**src/rtl/fp_pack_pkg.sv**
```systemverilog
`default_nettype none
// ============================================================
// Module   : fp_pack_pkg
// Purpose  : Shared types and sizing helpers for the lane packer.
// Revision : 1.0
// ============================================================
package fp_pack_pkg;

    localparam int c_DEFAULT_EXPONENT_SIZE = 8;
    localparam int c_DEFAULT_MANTISSA_SIZE = 7;
    localparam int c_DEFAULT_CONV_LATENCY  = 5;

    function automatic int fp_width(input int e, input int m);
        return 1 + e + m;
    endfunction

    typedef struct packed {
        logic                               sign;
        logic [c_DEFAULT_EXPONENT_SIZE-1:0] exponent;
        logic [c_DEFAULT_MANTISSA_SIZE-1:0] mantissa;
    } fp_lane_t;

endpackage
`default_nettype wire

```
**src/rtl/fp_pack_fifo.sv**
```systemverilog
`default_nettype none
// ============================================================
// Module   : fp_pack_fifo
// Purpose  : First-word-fall-through FIFO with occupancy count.
// Revision : 1.0
// ============================================================
module fp_pack_fifo #(
    parameter int WIDTH   = 8,
    parameter int DEPTH   = 8,
    parameter int COUNT_W = $clog2(DEPTH + 1)
) (
    input  logic               clk,
    input  logic               rst_n,
    input  logic               i_push,
    input  logic [WIDTH-1:0]   i_push_data,
    input  logic               i_pop,
    output logic [WIDTH-1:0]   o_pop_data,
    output logic               o_empty,
    output logic [COUNT_W-1:0] o_count
);

    localparam int c_AW = $clog2(DEPTH);

    logic [WIDTH-1:0]   r_mem [DEPTH];
    logic [c_AW-1:0]    r_wr_ptr;
    logic [c_AW-1:0]    r_rd_ptr;
    logic [COUNT_W-1:0] r_count;
    logic               w_full;
    logic               w_push_en;
    logic               w_pop_en;

    function automatic logic [c_AW-1:0] ptr_inc(input logic [c_AW-1:0] p);
        return (p == c_AW'(DEPTH - 1)) ? '0 : p + 1'b1;
    endfunction

    assign o_empty   = (r_count == '0);
    assign w_full    = (r_count == COUNT_W'(DEPTH));
    assign w_push_en = i_push && !w_full;
    assign w_pop_en  = i_pop && !o_empty;

    // Storage is deliberately left out of reset; only pointers and count matter.
    always_ff @(posedge clk) begin
        if (w_push_en) begin
            r_mem[r_wr_ptr] <= i_push_data;
        end
    end

    always_ff @(posedge clk or negedge rst_n) begin
        if (!rst_n) begin
            r_wr_ptr <= '0;
            r_rd_ptr <= '0;
            r_count  <= '0;
        end else begin
            if (w_push_en) begin
                r_wr_ptr <= ptr_inc(r_wr_ptr);
            end
            if (w_pop_en) begin
                r_rd_ptr <= ptr_inc(r_rd_ptr);
            end
            unique case ({w_push_en, w_pop_en})
                2'b10:   r_count <= r_count + 1'b1;
                2'b01:   r_count <= r_count - 1'b1;
                default: ;
            endcase
        end
    end

    assign o_pop_data = r_mem[r_rd_ptr];
    assign o_count    = r_count;

    a_no_overflow : assert property (@(posedge clk) disable iff (!rst_n) !(i_push && w_full));

endmodule
`default_nettype wire

```
**src/rtl/fp_lane_packer.sv**
```systemverilog
`default_nettype none
// ============================================================
// Module   : fp_lane_packer
// Purpose  : Packs converter float outputs into LANES-wide words
//            behind a credit-gated input and an output FIFO.
// Revision : 1.0
// ============================================================
module fp_lane_packer
    import fp_pack_pkg::*;
#(
    parameter int EXPONENT_SIZE = c_DEFAULT_EXPONENT_SIZE,
    parameter int MANTISSA_SIZE = c_DEFAULT_MANTISSA_SIZE,
    parameter int CONV_LATENCY  = c_DEFAULT_CONV_LATENCY,
    parameter int LANES         = 4,
    parameter int FIFO_DEPTH    = 8
) (
    input  logic                                               clk,
    input  logic                                               rst_n,
    input  logic                                               in_valid,
    input  logic                                               in_last,
    output logic                                               in_ready,
    input  logic                                               fp_sign,
    input  logic [EXPONENT_SIZE-1:0]                           fp_exponent,
    input  logic [MANTISSA_SIZE-1:0]                           fp_mantissa,
    output logic                                               out_valid,
    input  logic                                               out_ready,
    output logic [LANES*fp_width(EXPONENT_SIZE,MANTISSA_SIZE)-1:0] out_data,
    output logic [LANES-1:0]                                   out_keep,
    output logic                                               out_last
);

    localparam int c_W      = fp_width(EXPONENT_SIZE, MANTISSA_SIZE);
    localparam int c_DATA_W = LANES * c_W;
    localparam int c_IDX_W  = $clog2(LANES);
    localparam int c_FIFO_W = c_DATA_W + LANES + 1;
    localparam int c_CNT_W  = $clog2(FIFO_DEPTH + 1);
    localparam int c_INF_W  = $clog2(CONV_LATENCY + 1);
    localparam int c_SUM_W  = $clog2(FIFO_DEPTH + CONV_LATENCY + 1);

    logic [CONV_LATENCY-1:0] r_dly_vld;
    logic [CONV_LATENCY-1:0] r_dly_last;
    logic [c_INF_W-1:0]      r_inflight;
    logic [c_IDX_W-1:0]      r_idx;
    logic [c_DATA_W-1:0]     r_data;
    logic [LANES-1:0]        r_keep;

    logic                    w_accept;
    logic                    w_land;
    logic                    w_land_last;
    logic                    w_close;
    logic [c_W-1:0]          w_lane;
    logic [c_DATA_W-1:0]     w_data_merged;
    logic [LANES-1:0]        w_keep_merged;
    logic [c_FIFO_W-1:0]     w_push_data;
    logic [c_FIFO_W-1:0]     w_pop_data;
    logic [c_CNT_W-1:0]      w_fifo_count;
    logic                    w_fifo_empty;
    logic                    w_pop;
    logic [c_DATA_W-1:0]     w_q_data;
    logic [LANES-1:0]        w_q_keep;
    logic                    w_q_last;

    assign w_accept    = in_valid && in_ready;
    assign w_land      = r_dly_vld[CONV_LATENCY-1];
    assign w_land_last = r_dly_last[CONV_LATENCY-1];
    assign w_lane      = {fp_sign, fp_exponent, fp_mantissa};

    // Every in-flight sample may close a word, so it holds a FIFO credit until it lands.
    assign in_ready = (c_SUM_W'(w_fifo_count) + c_SUM_W'(r_inflight)) < c_SUM_W'(FIFO_DEPTH);

    always_ff @(posedge clk or negedge rst_n) begin
        if (!rst_n) begin
            r_dly_vld  <= '0;
            r_dly_last <= '0;
        end else begin
            r_dly_vld[0]  <= w_accept;
            r_dly_last[0] <= w_accept && in_last;
            for (int i = 1; i < CONV_LATENCY; i++) begin
                r_dly_vld[i]  <= r_dly_vld[i-1];
                r_dly_last[i] <= r_dly_last[i-1];
            end
        end
    end

    always_ff @(posedge clk or negedge rst_n) begin
        if (!rst_n) begin
            r_inflight <= '0;
        end else begin
            unique case ({w_accept, w_land})
                2'b10:   r_inflight <= r_inflight + 1'b1;
                2'b01:   r_inflight <= r_inflight - 1'b1;
                default: ;
            endcase
        end
    end

    always_comb begin
        w_data_merged = r_data;
        w_keep_merged = r_keep;
        w_data_merged[r_idx*c_W +: c_W] = w_lane;
        w_keep_merged[r_idx]            = 1'b1;
    end

    assign w_close     = w_land && ((r_idx == c_IDX_W'(LANES - 1)) || w_land_last);
    assign w_push_data = {w_data_merged, w_keep_merged, w_land_last};

    always_ff @(posedge clk or negedge rst_n) begin
        if (!rst_n) begin
            r_idx  <= '0;
            r_data <= '0;
            r_keep <= '0;
        end else if (w_land) begin
            if (w_close) begin
                r_idx  <= '0;
                r_data <= '0;
                r_keep <= '0;
            end else begin
                r_idx  <= r_idx + 1'b1;
                r_data <= w_data_merged;
                r_keep <= w_keep_merged;
            end
        end
    end

    fp_pack_fifo #(
        .WIDTH   (c_FIFO_W),
        .DEPTH   (FIFO_DEPTH),
        .COUNT_W (c_CNT_W)
    ) u_fifo (
        .clk         (clk),
        .rst_n       (rst_n),
        .i_push      (w_close),
        .i_push_data (w_push_data),
        .i_pop       (w_pop),
        .o_pop_data  (w_pop_data),
        .o_empty     (w_fifo_empty),
        .o_count     (w_fifo_count)
    );

    assign out_valid = !w_fifo_empty;
    assign w_pop     = out_valid && out_ready;
    assign {w_q_data, w_q_keep, w_q_last} = w_pop_data;

    // Mask unreset FIFO storage so outputs read zero whenever nothing is presented.
    assign out_data = out_valid ? w_q_data : '0;
    assign out_keep = out_valid ? w_q_keep : '0;
    assign out_last = out_valid && w_q_last;

endmodule
`default_nettype wire

```
**config.mk**
```make
export PLATFORM = sky130hd
export DESIGN_NAME = fp_lane_packer
export DESIGN_NICKNAME = d
export VERILOG_FILES = /design/src/rtl/fp_pack_pkg.sv /design/src/rtl/fp_pack_fifo.sv /design/src/rtl/fp_lane_packer.sv
export SDC_FILE = /design/constraint.sdc
export NUM_CORES = 1
export LEC_CHECK = 0
export CORE_MARGIN = 3
export CORE_UTILIZATION = 52
export CTS_CLUSTER_DIAMETER = 80
export DETAILED_ROUTE_END_ITERATION = 10
export PLACE_DENSITY = 0.7
export SYNTH_ARGS = -nofsm -noshare
export SYNTH_HDL_FRONTEND = slang
export SYNTH_SLANG_ARGS = --single-unit
```
**constraint.sdc**
```tcl
create_clock -name clk -period 10.1 [get_ports clk]
set_input_delay 3.03 -clock clk [delete_from_list [all_inputs] [get_ports clk]]
set_output_delay 3.03 -clock clk [all_outputs]
set_load 0.01 [all_outputs]
```
* Word-level counts from Yosys, hierarchy flattened
Memories as Yosys holds them, arrays and structs flattened. Index checks and enable logic that the tools add are counted.
Word-level totals: logic and storage cells 61, bits of input ports 21, output and inout bits 71, RAM bits 552, memories kept 1, bits in registers 93
Memory list:
- u_fifo.r_mem | depth 8, width 69, rd ports 1, clocked after Yosys merged registers in 0, write ports 1, RTL line fp_pack_fifo.sv:24 | logic [WIDTH-1:0] r_mem [DEPTH];
Cells by class: shift operators 2, equality and inequality tests 8, reduce and logical (&&, ||, !) cells 14, add/subtract/negate cells 9, bitwise gates (word level) 1, order comparisons 3, mux-type cells 14
Operators by type and width (number):
- $mux W64 | 2
- $bwmux W64 | 1
- $shift A16 B34 Y64 const A | 1
- $shiftx A16 B34 Y64 | 1
- $neg A6 Y34 | 1
- $add A3 B1 Y3 const B | 3
- $logic_and A1 B1 Y1 | 8
- $mux W4 | 2
- $pmux W4 S2 | 1
- $eq A2 B2 Y1 const B | 3
- $eq A3 B3 Y1 const B | 2
- $mux W3 | 2
- $pmux W3 S2 | 1
- $add A4 B1 Y4 const B | 1
- $add A4 B3 Y4 | 1
- $eq A2 B1 Y1 const B | 2
- $eq A4 B4 Y1 const B | 1
- $logic_not A4 Y1 | 1
- $lt A4 B4 Y1 const B | 1
- $or A4 B4 Y4 | 1
- $reduce_bool A2 Y1 | 2
- $sub A4 B1 Y4 const B | 1
- $lt A2 B3 Y1 const B | 1
- $mux W1 | 3
- other kinds (7) | 8

* Depth between registers and ports, before layout
depth after elaboration 6, mapped depth 12, mapped depth without buffers 11

* Modules after synthesis
A second synthesis with hierarchy kept.
Second synthesis, totals: cells, all modules 1392, area total of the unflattened synthesis 26238.9 um^2
Modules (own cells, without submodules):
- fp_pack_fifo | times used 1, cells an instance 867, area each 21388.0 um^2, seq. area each 16826.1 um^2
- fp_lane_packer | times used 1, cells an instance 525, area each 4850.9 um^2, seq. area each 2077.0 um^2

* Worst setup path after synthesis
Ideal clock, no wire load.
kind reg2reg, start point register r_idx[0], end point memory u_fifo.r_mem[0][0] (netlist name) (enable), required time 9434 ps, library setup time 666 ps, period minus slack after synthesis 8306 ps, buffers on the path 0, arrival 7640 ps, path slack 1794 ps, cell stages (with the launch flop) 6, path through dfrtp_1 > ha_1 > o21ai_0 > a21oi_1 > inv_2 > nor4_1
On the way: longest elaborated chain between the ends 6
Ends and longest elaborated chain:
- from (decl) | RTL line fp_lane_packer.sv:43 | logic [c_IDX_W-1:0] r_idx;
- from (signal assigned) | RTL line fp_lane_packer.sv:118 | r_idx <= r_idx + 1'b1;
- $eq A2 B2 Y1 | RTL line fp_lane_packer.sv:104 | assign w_close = w_land && ((r_idx == c_IDX_W'(LANES - 1)) || w_land_last);
- $logic_or A1 B1 Y1 | RTL line fp_lane_packer.sv:104
- $logic_and A1 B1 Y1 | RTL line fp_lane_packer.sv:104
- $logic_and A1 B1 Y1 | RTL line fp_pack_fifo.sv:38 | assign w_push_en = i_push && !w_full;
- $mux W1 | RTL line fp_pack_fifo.sv:43 | if (w_push_en) begin
- $mux W1 (implied by the code) | RTL line fp_pack_fifo.sv:44 | r_mem[r_wr_ptr] <= i_push_data;
- to (decl) | RTL line fp_pack_fifo.sv:24
Every way passes these cells.

* Final worst setup path
start point register u_fifo.r_rd_ptr[0], end point output out_data[32]
On the way: longest elaborated chain between the ends 2
Ends and longest elaborated chain:
- from (decl) | RTL line fp_pack_fifo.sv:26 | logic [c_AW-1:0] r_rd_ptr;
- from (signal assigned) | RTL line fp_pack_fifo.sv:58 | r_rd_ptr <= ptr_inc(r_rd_ptr);
- $mem_v2 Z8 W69
- $mux W64 | RTL line fp_lane_packer.sv:145 | assign out_data = out_valid ? w_q_data : '0;
- to (decl) | RTL line fp_lane_packer.sv:27 | output logic [LANES*fp_width(EXPONENT_SIZE,MANTISSA_SIZE)-1:0] out_data,
Every way passes these cells.

==> key figures <==
GRT
  – Initial antenna violation count: 4
  – Largest net degree at the start of global routing: 76
  – Gr usage total: 20.8%
  – Met2 Track Usage GR: 33.7%
  – Vias in the first global route: 13400
  – GRT met1 Usage: 29.4%
  – GR Overflow Total: 0
  – Met3 usage: 4.24%
  – Most Crowded Layer GR: met2
  – Global-route wire length before repair: 82.4 mm

Logic synthesis
  – Synth Net Count: 1422
  – Ys flop type: edfxtp_1
  – Synth warnings: 0
  – EDFF count, synth: 552
  – Register bit total from synthesis: 645
  – Unique masters post-synth: 40
  – Synth area leaders: edfxtp_1, mux4_2, dfrtp_1
  – Syn Inst Count: 1382
  – Sequential area share after synthesis: 73.4%
  – Mapped Area: 0.0258 mm^2
  – Mean Syn Cell Area: 18.6 um^2
  – Post-synthesis async set-or-reset flop share: 14.4%
  – Post-synth top area share: 64.4%
  – Synth area leader: edfxtp_1
  – Post-synth top cells: edfxtp_1, mux4_2, dfrtp_1
  – Most common cell in the synthesized netlist: edfxtp_1

Cells and area
  – Fillcell total: 3452
  – Layout cells sized above 1: 19.0%
  – Nets: 1509
  – Cell area after layout: 0.0292 mm^2
  – Area Overhead vs Synth: 13.5%
  – Antenna Cells: 0

Placed design
  – HPWL after DPL: 29.4 mm
  – Port buffer count: 91
  – Area after DPL: 0.0273 mm^2
  – Gpl congestion: 0.747

Power
  – Net Sw Power: 0.00254 W
  – Pleak: 10.0 nW
  – Clock power frac: 26.6%
  – Pint: 0.00581 W
  – Pwr Density: 286 mW/mm^2
  – Seq pwr share: 42.1%
  – Switching share of power: 30.4%
  – Part of the power in combinational logic: 31.4%
  – Pwr Total: 0.00836 W
  – Peak supply drop: 0.000189 V

Detailed routing
  – Vias per std cell: 5.92
  – Routed via count: 12900
  – Drt drc: 0
  – DRT iter0 DRCs: 1184
  – Avg WL per Cell: 24.6 um
  – Detailed Route WL: 53.6 mm
  – Antenna viol nets, final: 0
  – DR pass1 iterations: 5

STA
  – Worst-Margin Slew: 1.17 ns
  – Unrepaired setup endpoints after global routing: false
  – Final hold slack: 0.351 ns
  – Final setup TNS: 0 ns
  – Rel. slew slack: 22.0%
  – Final Max Tran Viols: 0
  – Worst Clk Skew: 0.0190 ns
  – Final period util: 68.5%
  – Max Fclk: 145 MHz
  – Setup Viol. Count Final: 0
  – Endpoints failing hold: 0
  – Fin crit period: 6.92 ns

Worst setup path
  – Worst Reg-to-Reg Cells: 6
  – Buf+Inv Stages, Crit Path: 2
  – Worst reg-to-reg setup slack: 6.39 ns
  – CP Launch Type: register
  – CP max stage cell: dfrtp_4
  – Worst path cell trace: buf_4, mux4_2, mux2i_1, nor2_1, clkdlybuf4s50_1
  – CP Capture Type: primary output
  – CP delay by family, top: buffers and inverters
  – Worst endpoint required time: 7.07 ns
  – Crit path arrival time: 3.89 ns
  – Reg-to-Reg End: u_fifo.r_mem[7][44]
  – CP max stage delay: 0.92 ns
  – CP max FO: 38
  – R2r startpoint: r_idx[0]
  – WS Path Type: reg -> out

Clock tree
  – CTS resizes: 0
  – Reg clk slew, reported paths: 0.06 ns
  – Root Driver: clkbuf_16
  – CTS tree: done
  – Num Clock Sinks: 645
  – Hold-fix buffers, CTS: 0
  – CTS H-tree lvls: 2
  – Inserted Clock Buffers: 61
  – Post-CTS Setup Repair Bufs: 0
  – CTS max path bufs: 3
  – Clock latency on the worst-skew pair: 0.62 ns

Floorplanning
  – Core ar.: 0.0483 mm^2
  – Die height: 229 um
  – Ports: 92
  – Initial Util: 53.3%
  – Cell row count: 80
  – Die Width: 229 um
  – Die footprint: 0.0522 mm^2

Outcome
  – Outcome: complete, no violations

Min path
  – Hold Path Stages: 0
  – Hold path endpoint: r_dly_last[1]
  – Min-delay src: r_dly_last[0]
  – Min-delay worst type: reg -> reg

Job
  – Total of max-cap violations: 0
## power groups by stage
stage / clock network (W) / registers (W) / logic, W
final: 0.00222 / 0.00352 / 0.00262
after floorplan: 0 / 0.00343 / 0.00180
after CTS: 0.00226 / 0.00352 / 0.00267
after detailed placement: 0 / 0.00357 / 0.00265
after global placement: 0 / 0.00356 / 0.00261
after global routing: 0.00237 / 0.00355 / 0.00284
## sequential cells by signal, summed over array words and instances, names as in the netlist
signal and cells:
u_fifo.r_wr_ptr 3, u_fifo.o_count 4, r_data 64, u_fifo.r_rd_ptr 3, u_fifo.r_mem 552, r_dly_vld 5, r_dly_last 5, r_idx 2
r_keep 4, r_inflight 3
## placed cells by master (no fill, tap or decap), types with 3 or more instances in the layout
cell and instances:
edfxtp_1 552, mux4_2 138, clkdlybuf4s50_1 90, dfrtp_1 90
nand2_1 79, nor2_1 74, inv_1 70, mux2i_1 70
a32o_1 64, clkbuf_16 61, o21ai_0 41, o21ai_1 28
buf_4 27, ha_1 18, clkinv_2 18, clkinv_1 12
clkbuf_1 9, xor2_1 7, a21oi_1 6, bufinv_16 5
or2_2 4, nor2_4 4, nor3_2 4, o21ai_2 4
clkbuf_8 4, and2_1 3, inv_2 3, nor3_1 3
nand2b_1 3, a21o_1 3, dfrtp_4 3
## through the flow
step	instances	setup slack, ns	util (%)
4_1_cts	2176	3.16	60.4
2_1_floorplan	1382	1.79	-
6_report	2176	3.18	60.4
5_1_grt	2176	2.97	60.4
3_3_place_gp	2062	3.83	56.4
3_5_place_dp	2062	3.84	56.4
## metal layers
metal | up-vias | wire length, um
li1 | 5589 | -
met1 | 6787 | 22800
met2 | 404 | 26100
met3 | 88 | 3400
met4 | 8 | 1240
met5 | - | 54
## cell type report
cell class / count / area [um^2] / area share [%]
timing repair buffer: 118 / 1120 / 3.85
inverter: 73 / 274 / 0.938
tap: 656 / 821 / 2.81
sequential: 645 / 18900 / 64.7
clock buffer: 74 / 1620 / 5.53
clock inverter: 40 / 343 / 1.17
multi-input combinational: 570 / 6130 / 21.0
## logic make-up (layout without fill, tap and decap cells)
kind of cell	Yosys count	in the layout	share of synthesized area, %
flops	645	645	73.4
mux	210	210	14.9
simple gates	184	184	3.05
buf+inv	167	305	3.19
compound gates	148	148	4.23
fa+ha+maj	19	19	0.952
xor+xnor	9	9	0.306
## worst max-delay path by stage
stage / startpoint / endpoint / slack (ns) / cells after the start
6_report: u_fifo.r_rd_ptr[0] / out_data[32] / 3.18 / 5
5_1_grt: u_fifo.r_rd_ptr[0] / out_data[32] / 2.97 / 5
4_1_cts: u_fifo.r_rd_ptr[0] / out_data[32] / 3.16 / 5
2_1_floorplan: r_idx[0] / u_fifo.r_mem[0][0] / 1.79 / 5
3_3_place_gp: u_fifo.r_rd_ptr[0] / out_data[32] / 3.83 / 5
3_5_place_dp: u_fifo.r_rd_ptr[0] / out_data[32] / 3.84 / 5
Power figures use the tool's default switching activity.
